**src/rtl/timed_value_pkg.sv**
```systemverilog
// Shared types for the timed value driver: command beat layout and sequencer states.
package timed_value_pkg;

    localparam int TVD_VALUE_W = 32;
    localparam int TVD_DELAY_W = 16;

    typedef struct packed {
        logic [TVD_DELAY_W-1:0] delay;
        logic [TVD_VALUE_W-1:0] value;
    } tvd_cmd_t;

    typedef enum logic [0:0] {
        TVD_IDLE,
        TVD_RUN
    } tvd_state_t;

endpackage

```
**src/rtl/tvd_cmd_fifo.sv**
```systemverilog
// Command FIFO with first-word fall-through head and a sync flush.
module tvd_cmd_fifo #(
    parameter int W     = 48,
    parameter int DEPTH = 4,
    localparam int AW   = $clog2(DEPTH)
) (
    input  logic          clk,
    input  logic          rst,
    input  logic          flush_i,
    input  logic          push_i,
    input  logic          pop_i,
    input  logic [W-1:0]  data_i,
    output logic [W-1:0]  data_o,
    output logic          full_o,
    output logic          empty_o,
    output logic [AW:0]   count_o
);

    logic [W-1:0] mem_q [DEPTH];
    logic [AW:0]  wr_q, wr_d;
    logic [AW:0]  rd_q, rd_d;

    always_comb begin
        wr_d = wr_q;
        rd_d = rd_q;
        if (flush_i) begin
            wr_d = '0;
            rd_d = '0;
        end else begin
            if (push_i) wr_d = wr_q + 1'b1;
            if (pop_i)  rd_d = rd_q + 1'b1;
        end
    end

    always_ff @(posedge clk) begin
        if (rst) begin
            wr_q <= '0;
            rd_q <= '0;
        end else begin
            wr_q <= wr_d;
            rd_q <= rd_d;
        end
    end

    always_ff @(posedge clk) begin
        if (push_i) mem_q[wr_q[AW-1:0]] <= data_i;
    end

    // Extra pointer MSB distinguishes full from empty.
    assign count_o = wr_q - rd_q;
    assign full_o  = (count_o == (AW+1)'(DEPTH));
    assign empty_o = (wr_q == rd_q);
    assign data_o  = mem_q[rd_q[AW-1:0]];

endmodule

```
**src/rtl/timed_value_driver.sv**
```systemverilog
// Drives a value bus through queued (delay, value) commands with cycle-exact spacing.
module timed_value_driver
    import timed_value_pkg::*;
#(
    parameter int VALUE_W = TVD_VALUE_W,
    parameter int DELAY_W = TVD_DELAY_W,
    parameter int DEPTH   = 4,
    parameter logic [VALUE_W-1:0] RESET_VALUE = '0
) (
    input  logic                     clk,
    input  logic                     rst,
    input  logic                     flush,
    input  logic                     cmd_valid,
    output logic                     cmd_ready,
    input  logic [DELAY_W-1:0]       cmd_delay,
    input  logic [VALUE_W-1:0]       cmd_value,
    output logic [VALUE_W-1:0]       value,
    output logic                     value_upd,
    output logic                     done,
    output logic                     busy,
    output logic [$clog2(DEPTH):0]   cmd_count
);

    localparam int W = DELAY_W + VALUE_W;

    logic [W-1:0]       head;
    logic [DELAY_W-1:0] head_delay;
    logic [VALUE_W-1:0] head_value;
    logic [DELAY_W-1:0] load;
    logic               full, empty;
    logic               push, pop, apply;

    tvd_state_t         state_q;
    logic [DELAY_W-1:0] cnt_q;
    logic [VALUE_W-1:0] held_q;
    logic [VALUE_W-1:0] value_q;
    logic               upd_q;
    logic               done_q;

    assign cmd_ready = !full && !flush && !rst;
    assign push      = cmd_valid && cmd_ready;

    assign head_delay = head[W-1:VALUE_W];
    assign head_value = head[VALUE_W-1:0];
    // A delay of 0 behaves like 1: the counter reload is De-1.
    assign load = (head_delay == '0) ? '0 : head_delay - 1'b1;

    assign apply = (state_q == TVD_RUN) && (cnt_q == '0)
                   && !flush && !rst;
    assign pop   = !flush && !rst && !empty
                   && ((state_q == TVD_IDLE) || apply);

    tvd_cmd_fifo #(
        .W     (W),
        .DEPTH (DEPTH)
    ) u_fifo (
        .clk     (clk),
        .rst     (rst),
        .flush_i (flush),
        .push_i  (push),
        .pop_i   (pop),
        .data_i  ({cmd_delay, cmd_value}),
        .data_o  (head),
        .full_o  (full),
        .empty_o (empty),
        .count_o (cmd_count)
    );

    always_ff @(posedge clk) begin
        if (rst) begin
            state_q <= TVD_IDLE;
            cnt_q   <= '0;
            held_q  <= '0;
            value_q <= RESET_VALUE;
            upd_q   <= 1'b0;
            done_q  <= 1'b0;
        end else if (flush) begin
            state_q <= TVD_IDLE;
            cnt_q   <= '0;
            upd_q   <= 1'b0;
            done_q  <= 1'b0;
        end else begin
            upd_q  <= 1'b0;
            done_q <= 1'b0;
            unique case (state_q)
                TVD_IDLE: begin
                    if (!empty) begin
                        state_q <= TVD_RUN;
                        cnt_q   <= load;
                        held_q  <= head_value;
                    end
                end
                TVD_RUN: begin
                    if (cnt_q != '0) begin
                        cnt_q <= cnt_q - 1'b1;
                    end else begin
                        value_q <= held_q;
                        upd_q   <= 1'b1;
                        if (!empty) begin
                            cnt_q  <= load;
                            held_q <= head_value;
                        end else begin
                            done_q  <= 1'b1;
                            state_q <= TVD_IDLE;
                        end
                    end
                end
                default: state_q <= TVD_IDLE;
            endcase
        end
    end

    assign value     = value_q;
    assign value_upd = upd_q;
    assign done      = done_q;
    assign busy      = (state_q == TVD_RUN) || !empty;

endmodule
```
**config.mk**
```make
export PLATFORM = sky130hd
export DESIGN_NAME = timed_value_driver
export DESIGN_NICKNAME = d
export VERILOG_FILES = /design/src/rtl/timed_value_pkg.sv /design/src/rtl/tvd_cmd_fifo.sv /design/src/rtl/timed_value_driver.sv
export SDC_FILE = /design/constraint.sdc
export NUM_CORES = 1
export LEC_CHECK = 0
export ABC_AREA = 1
export CAP_MARGIN = 40
export CORE_MARGIN = 3
export CORE_UTILIZATION = 55
export CTS_BUF_LIST = sky130_fd_sc_hd__clkbuf_16
export DETAILED_ROUTE_END_ITERATION = 10
export HOLD_SLACK_MARGIN = 0.06
export PLACE_DENSITY_LB_ADDON = 0.2
export SETUP_SLACK_MARGIN = 0.3
export SLEW_MARGIN = 15
export SYNTH_ARGS = -nofsm -noshare
export SYNTH_HDL_FRONTEND = slang
export SYNTH_SLANG_ARGS = --single-unit
```
**constraint.sdc**
```tcl
create_clock -name clk -period 10.2 [get_ports clk]
set_input_delay 1.02 -clock clk [delete_from_list [all_inputs] [get_ports clk]]
set_output_delay 1.02 -clock clk [all_outputs]
set_load 0.03 [all_outputs]
```
# After elaboration in Yosys (flattened, before gate mapping)
# Memory sizes are Yosys's and may differ from the RTL's. A register that Yosys moved wholly into a read port is not among the register bits.
# Index checks and enable logic that the tools add are counted.
# Widths: inputs -> output; s select.
# word_totals
rom_bits	0
elab_cells	59
ff_bits	89
input_bits	52
latch_bits	0
ramBits	192
out_inout_bits	39
memories	1
# mem_list
name	words	word_bits	read_ports	rd_ports_with_merged_regs	wr	line	text
u_fifo.mem_q	4	48	1	1	1	tvd_cmd_fifo.sv:19	logic [W-1:0] mem_q [DEPTH];
# op_classes
div	0
multipliers	0
reduce_logical	23
n_addsub	5
magnitude_cmp	0
muxes	16
shifts	0
eq_ne	3
n_bitwise	3
# ops
cell	n
$mux 32	2
$pmux 32 s2	1
$mux 16	3
$logic_not 16->1	2
$pmux 16 s2	1
$sub 16x1->16 const B	2
$reduce_bool 16->1	1
$logic_and 1x1->1	9
$add 3x1->3 const B	2
$mux 1	6
$logic_not 1->1	4
$mux 2	2
$reduce_or 4->1	1
$eq 3x3->1	1
$eq 3x3->1 const B	1
$not 1->1	3
$reduce_and 3->1	1
$reduce_or 3->1	1
$sub 3x3->3	1
$logic_or 1x1->1	2
$ne 2x2->1 const B	1
$pmux 1 s2	1
$reduce_and 2->1	1
$reduce_or 2->1	1

# Depth between registers and ports, before layout
# Gate-level depths: netlist (run 1).
# logic_depth
word_depth	8
depth_mapped	16
ltp_nobuf	13

# Modules after synthesis
# From an unflattened synthesis (run 1), not the netlist that was laid out.
# hier_totals
hier_cells	1189
hier_area_um2	11940.2
# modules_own_cells
module	seq_area_each_um2	instances	area_each_um2	cells_each
tvd_cmd_fifo	5925.7	1	8051.5	620
timed_value_driver	1661.6	1	3888.7	569

# Least setup slack after synthesis (run 1)
# OpenSTA, ideal clock, no wires.
# synth_path
path_kind	reg2reg
from	register u_fifo.wr_q[0]
to	memory u_fifo.mem_q[3][0] (enable)
n_path_buf	0
t_arrival_ns	4.008
t_required_ns	9.745
setup_ns	0.455
path_slack_ns	5.737
period_less_slack_ns	4.463
stages_incl_launch_ff	10
cell_sequence	dfxtp_1 inv_1 ha_1 fa_1 xor2_1 nand3_1 nand2_1 inv_1 nand2_1 nor2_1
# synth_via
elab_chain_cells	8
# synth_lines
item	line	text
start, declared	tvd_cmd_fifo.sv:20	logic [AW:0] wr_q, wr_d;
start signal, assigned	tvd_cmd_fifo.sv:40	wr_q <= wr_d;
$sub 3x3->3	tvd_cmd_fifo.sv:50	assign count_o = wr_q - rd_q;
net cmd_count[2]	timed_value_driver.sv:21	output logic [$clog2(DEPTH):0] cmd_count
$eq 3x3->1	tvd_cmd_fifo.sv:51	assign full_o = (count_o == (AW+1)'(DEPTH));
$logic_not 1->1	timed_value_driver.sv:40	assign cmd_ready = !full && !flush && !rst;
$logic_and 1x1->1 (2 in series)	timed_value_driver.sv:40	
net cmd_ready	timed_value_driver.sv:14	output logic cmd_ready,
$logic_and 1x1->1	timed_value_driver.sv:41	assign push = cmd_valid && cmd_ready;
$mux 1	tvd_cmd_fifo.sv:46	if (push_i) mem_q[wr_q[AW-1:0]] <= data_i;
$mux 1 (not written as such)	tvd_cmd_fifo.sv:46	
end, declared	tvd_cmd_fifo.sv:19	
# The timed path passes the listed nets, and every way through them passes these cells.

# Final worst setup path (run 1)
# layout_path
from	input port flush
to	output port cmd_ready
# layout_via
elab_chain_cells	3
# layout_lines
item	line	text
start, declared	timed_value_driver.sv:12	input logic flush,
$logic_not 1->1	timed_value_driver.sv:40	
$logic_and 1x1->1 (2 in series)	timed_value_driver.sv:40	
end, declared	timed_value_driver.sv:14	
# Every way passes these cells.

==> run metrics, run 1 <==
status finished clean; Crit path top cell by count clkdlybuf4s50_1; DP Worst Slack 6.13 ns; RSZ-0062 raised after global routing false; met2 usage 35.9%; worst-path maximum fanout 14; CP max-delay cell clkdlybuf4s50_1; crit-path leading delay family buffers and inverters; reported max-cap violation count 0; first-pass GRT wire length 37200 µm; Placer Congestion 0.842; IO Count 91; clk slew on worst S/H paths 0.06 ns; vias per std cell 5.31; Avg WL per Cell 16.1 µm; antenna violations before repair 1; final max-slew violation count 0; ANT nets after route 0; layout cell share with drive strength beyond 1 9.41%; Initial Utilization 56.4%; Tmin final 4.05 ns; # setup viols final 0; Worst-Margin Slew 0.766 ns; Post-route DRC 0; PwrDens 179 nW/µm²; Max clock buf depth 3; cell area after synthesis 11500 µm²; Seq/Total Area, Yosys 66.0%; M1 GR Usage 27.2%; Post-synth EDFFs 192; area delta synth->final 17.2%; CTS buffer count 29; area leader, netlist edfxtp_1; ys flop type edfxtp_1; CP Buf/Inv Count 3; highest-count cells in the layout ignoring fill and taps nand2_1, edfxtp_1, nor2_1; CTS sink count 283; drt total wl 23400 µm; Netlist cell types 41; Post-synth ARST share 0%; CTS tree done; pin count of the biggest net entering global routing 71; f_max 0.247 GHz; top cells by area, synth edfxtp_1, dfxtp_1, nand2_1; vias in the first global route 7372; first-pass iteration count of the detailed router 4; setup TNS 0 ns; insertion delay to the later sink of the worst-skew pair 0.53 ns; Syn Area/Cell 10.6 µm²; Crit Path Class in -> out; Pleak 4.76 nW; post-CTS setup buffers 0; GRT busiest layer met2; WP data arrival 3.03 ns; HP Start value[2]; Global Route Usage Sum 20.7%; Layout fillers 1567; Worst Path Required 9.18 ns; Syn. warnings 0; worst path cell trace clkdlybuf4s50_1 -> nor2_1 -> nand2_1 -> inv_1 -> clkdlybuf4s50_1; die height 151 µm; DRT iter0 DRCs 419; Final HPWL DP 13600 µm; Hold WC Path Type reg -> reg; Cell Area, Placed 12600 µm²; PortBufs 90; post-route cell area 13500 µm²; number of core rows 52; fin cells 1451; Hold-fix buffers, CTS 0; clock root cell clkbuf_16; Crit. Startpoint flush; via count 7698; relative slew slack 48.9%; Crit Reg-Reg Startpoint u_fifo.wr_q[0]; dpl cells 1396; Syn Inst Count 1081; nets 1220; Remaining Overflow, GRT 0; delay of the slowest critical-path stage 0.67 ns; Final period util 39.7%; top cell type's share of synthesized area 50.2%; CP Launch Type input port; die area 22700 µm²; #FFs+latches synth 283; most common cell after layout, fill and taps aside nand2_1; final setup margin 6.15 ns; crit end category output port; Worst Skew 0.00886 ns; maximum vdd ir drop 0.178 mV; htree depth 1; Mapped Nets 1144; met3 Resource Use GR 3.22%; hold_ws 0.457 ns; Core ar. 20400 µm²; Final Hold Viols 0; Die X 151 µm; post_cts resized 0
[layout make-up]
class,instances,area [µm²],share of cell area [%]
Sequential cell,283,7590,56.4
Multi-Input combinational cell,691,3450,25.6
Timing Repair Buffer,101,998,7.41
Clock buffer,29,726,5.39
Tap cell,270,338,2.51
Inverter,51,194,1.44
Clock inverter,24,173,1.28
Antenna cell,2,5.00,0.0372
[per-layer routing]
layer / up-vias / routed length, µm
met5: - / 0
met4: 0 / 460
met3: 32 / 1030
met2: 157 / 11600
met1: 3650 / 10300
li1: 3859 / -
[Yosys cell counts (6+ instances only)]
library cell  instances
buf_1                 6
ha_1                 10
dfxtp_1              91
buf_6                 9
nand3_1              43
nand2_2              12
edfxtp_1            192
xor2_1                7
buf_2                22
nand2_1             200
xnor2_1               6
nand4_1               8
o21ai_0              86
clkbuf_1             18
a311oi_1             32
a21oi_1              57
nor2_1              195
inv_1                47
[logic make-up after synthesis]
family                     share of synthesized area [%]
adders and majority gates                           1.26
and+or+nand+nor                                     18.3
xor gates and xnor gates                           0.991
AOI/OAI and AO/OA                                   9.08
buffers and inverters                               4.38
DFF                                                 66.0
[worst register-to-register path: stages, from the launching register on]
cell	delay, ns
dfxtp_1	0.36
inv_1	0.11
ha_1	0.22
fa_1	0.43
xor2_1	0.18
nand3_1	0.08
nand2_1	0.05
inv_1	0.09
nand2_1	0.30
nor2_4	0.29
buf_4	0.58
[where the power goes]
group          internal (W)  switching [W]
clock network      0.000547       0.000430
registers           0.00125      0.0000123
logic             0.0000623       0.000108
total               0.00185       0.000551
[state kept, by name, indices dropped and copies added, names as in the netlist, named ones only]
register	count
cnt_q	16
done	1
u_fifo.mem_q	192
value	32
state_q	1
u_fifo.rd_q	3
u_fifo.wr_q	3
value_upd	1
held_q	32
[per-stage QoR]
stage	total power [W]	utilization, %
after global placement	0.00145	61.6
after floorplan	0.00139	-
final	0.00241	66.2
after detailed placement	0.00145	61.7
after global routing	0.00250	66.1
after CTS	0.00243	66.1
[worst paths after layout]
path / endpoint / slack [ns] / cells past startpoint
min: value[2] / 0.46 / 2
min reg2reg: value[2] / 0.46 / 2
max reg2reg: u_fifo.mem_q[3][12] / 7.10 / 10
max: cmd_ready / 6.15 / 5
(Power assumes the default switching activity.)
==> inputs of run 2 (changes only) <==
- clock period: 10.2 -> 4 ns (I/O delays scaled with it)
==> run metrics, run 2 (synthesis results as in run 1) <==
PwrDens 448 nW/µm² (was 179 nW/µm²); final max-slew violation count 0 (unchanged); number of core rows 52 (unchanged); fin cells 1451 (unchanged); CTS sink count 283 (unchanged); die height 151 µm (unchanged); Avg WL per Cell 16.7 µm (was 16.1 µm); RSZ-0062 raised after global routing false (unchanged); via count 7797 (was 7698); layout cell share with drive strength beyond 1 8.38% (was 9.41%); IO Count 91 (unchanged); insertion delay to the later sink of the worst-skew pair 0.54 ns (was 0.53 ns); first-pass GRT wire length 38500 µm (was 37200 µm); first-pass iteration count of the detailed router 5 (was 4); Cell Area, Placed 12600 µm² (about the same); CTS tree done (unchanged); drt total wl 24300 µm (was 23400 µm); clk slew on worst S/H paths 0.06 ns (about the same); delay of the slowest critical-path stage 0.68 ns (was 0.67 ns); Global Route Usage Sum 21.6% (was 20.7%); total internal power 0.00467 W (was 0.00185 W); Final HPWL DP 14900 µm (was 13600 µm); Max clock buf depth 3 (unchanged); post_cts resized 0 (unchanged); Core ar. 20400 µm² (unchanged); Sequential Power Share 53.1% (was 52.3%); f_max 0.320 GHz; pin count of the biggest net entering global routing 67 (was 71); # setup viols final 0 (unchanged); post-CTS setup buffers 0 (unchanged); Post-route DRC 0 (unchanged); htree depth 1 (unchanged); Net Switching 0.00136 W (was 0.000551 W); reported max-cap violation count 0 (unchanged); Pleak 4.79 nW (was 4.76 nW); relative slew slack 48.7% (was 48.9%); Die X 151 µm (unchanged); Placer Congestion 0.843 (was 0.842); Gate power share 7.6% (was 7.1%); metal3 WL 1260 µm (was 1030 µm); CP Buf/Inv Count 3 (unchanged); Worst Path Required 3.60 ns (was 9.18 ns); Tmin final 3.12 ns; Hold-fix buffers, CTS 0 (unchanged); area delta synth->final 17.0% (was 17.2%); clock root cell clkbuf_16 (unchanged); highest-count cells in the layout ignoring fill and taps nand2_1, edfxtp_1, nor2_1 (unchanged); vias per std cell 5.37 (was 5.31); worst path cell trace inv_1 -> ha_1 -> fa_1 -> xor2_1 -> nand3_1 -> nand2_1 -> inv_1 -> clkdlybuf4s50_1 (was clkdlybuf4s50_1 -> nor2_1 -> nand2_1 -> inv_1 -> clkdlybuf4s50_1); die area 22700 µm² (unchanged); DRT iter0 DRCs 635 (was 419); Metal-1 WL 11200 µm (was 10300 µm); Met2 Wirelength 11300 µm (was 11600 µm); WP data arrival 2.72 ns (was 3.03 ns); post-route cell area 13500 µm² (about the same); CTS buffer count 28 (was 29); maximum vdd ir drop 0.401 mV (was 0.178 mV); crit end category output port (unchanged); PortBufs 90 (unchanged); nets 1222 (was 1220); Overall Power 0.00603 W (was 0.00241 W); Final Hold Viols 0 (unchanged); vias in the first global route 7386 (was 7372); Final period util 78.1%; clock share of power 39.3% (was 40.6%); CP Launch Type flop (was input port); status finished clean (unchanged); worst-path maximum fanout 5 (was 14); Crit Path Class reg -> out (was in -> out); Worst Skew 0.00575 ns (was 0.00886 ns); Hold WC Path Type in -> reg (was reg -> reg); Highest Signal Layer met4 (unchanged); dpl cells 1399 (was 1396); most common cell after layout, fill and taps aside nand2_1 (unchanged); CP max-delay cell clkdlybuf4s50_1 (unchanged); hold_ws 0.385 ns (was 0.457 ns); reg2reg setup slack 0.92 ns (was 7.10 ns); antenna diode count 0 (was 2); max reg flops 192 (unchanged); Worst-Margin Slew 0.769 ns (was 0.766 ns); Initial Utilization 56.4% (unchanged); Crit path top cell by count inv_1 (was clkdlybuf4s50_1); Remaining Overflow, GRT 0 (unchanged); antenna violations before repair 0 (was 1); crit-path leading delay family buffers and inverters (unchanged); ANT nets after route 0 (unchanged); Switching Fraction 22.6% (was 22.9%)
[run 2: changes by cell type in the layout (fill, tap and decap cells not counted), sizes merged]
cell and delta:
diode -2, buf +3, inv +10, clkinv -4
clkbuf -1, clkinvlp -6
[run 2: area by class of cell]
cell class / instances / area, µm²
timing repair buffer: 104 / 1040
clock buffer: 28 / 701
inverter: 51 / 194
clock inverter: 24 / 141
fill: 1565 / 6910
tap: 270 / 338
sequential: 283 / 7590
multi-input combinational: 691 / 3450
[run 2: metal layers]
metal  GRT usage, %  up-vias
li1               -     3859
met1           30.9     3703
met2           34.9      196
met3           2.98       39
met4           5.76        0
met5              0        -
[run 2: per-stage QoR]
stage	utilization, %	worst slack, ns	TNS (ns)
after global placement	61.9	0.987	0
final	66.0	0.877	0
after floorplan	-	-0.449	-64.67
after detailed placement	61.9	0.906	0
after global routing	66.0	0.715	0
after CTS	66.0	0.861	0
[run 2: power groups by stage]
stage                     registers, W  logic [W]  clock network (W)
after CTS                      0.00320   0.000458            0.00241
final                          0.00320   0.000459            0.00237
after detailed placement       0.00326   0.000456                  0
after floorplan                0.00326   0.000294                  0
after global routing           0.00321   0.000509            0.00253
after global placement         0.00326   0.000447                  0
[run 2: worst min-delay path, delay by kind of cell]
family / cells / cell delay (ns)
buffers and inverters: 2 / 0.31
AND/OR/NAND/NOR: 1 / 0.05
AO/OA/AOI/OAI: 1 / 0.11
[run 2: worst paths after layout]
path / start / cells after the start / endpoint
min reg2reg: value[0] / 2 / value[0]
min: rst / 4 / cnt_q[1]
max reg2reg: u_fifo.wr_q[0] / 10 / u_fifo.mem_q[1][3]
max: u_fifo.wr_q[0] / 8 / cmd_ready
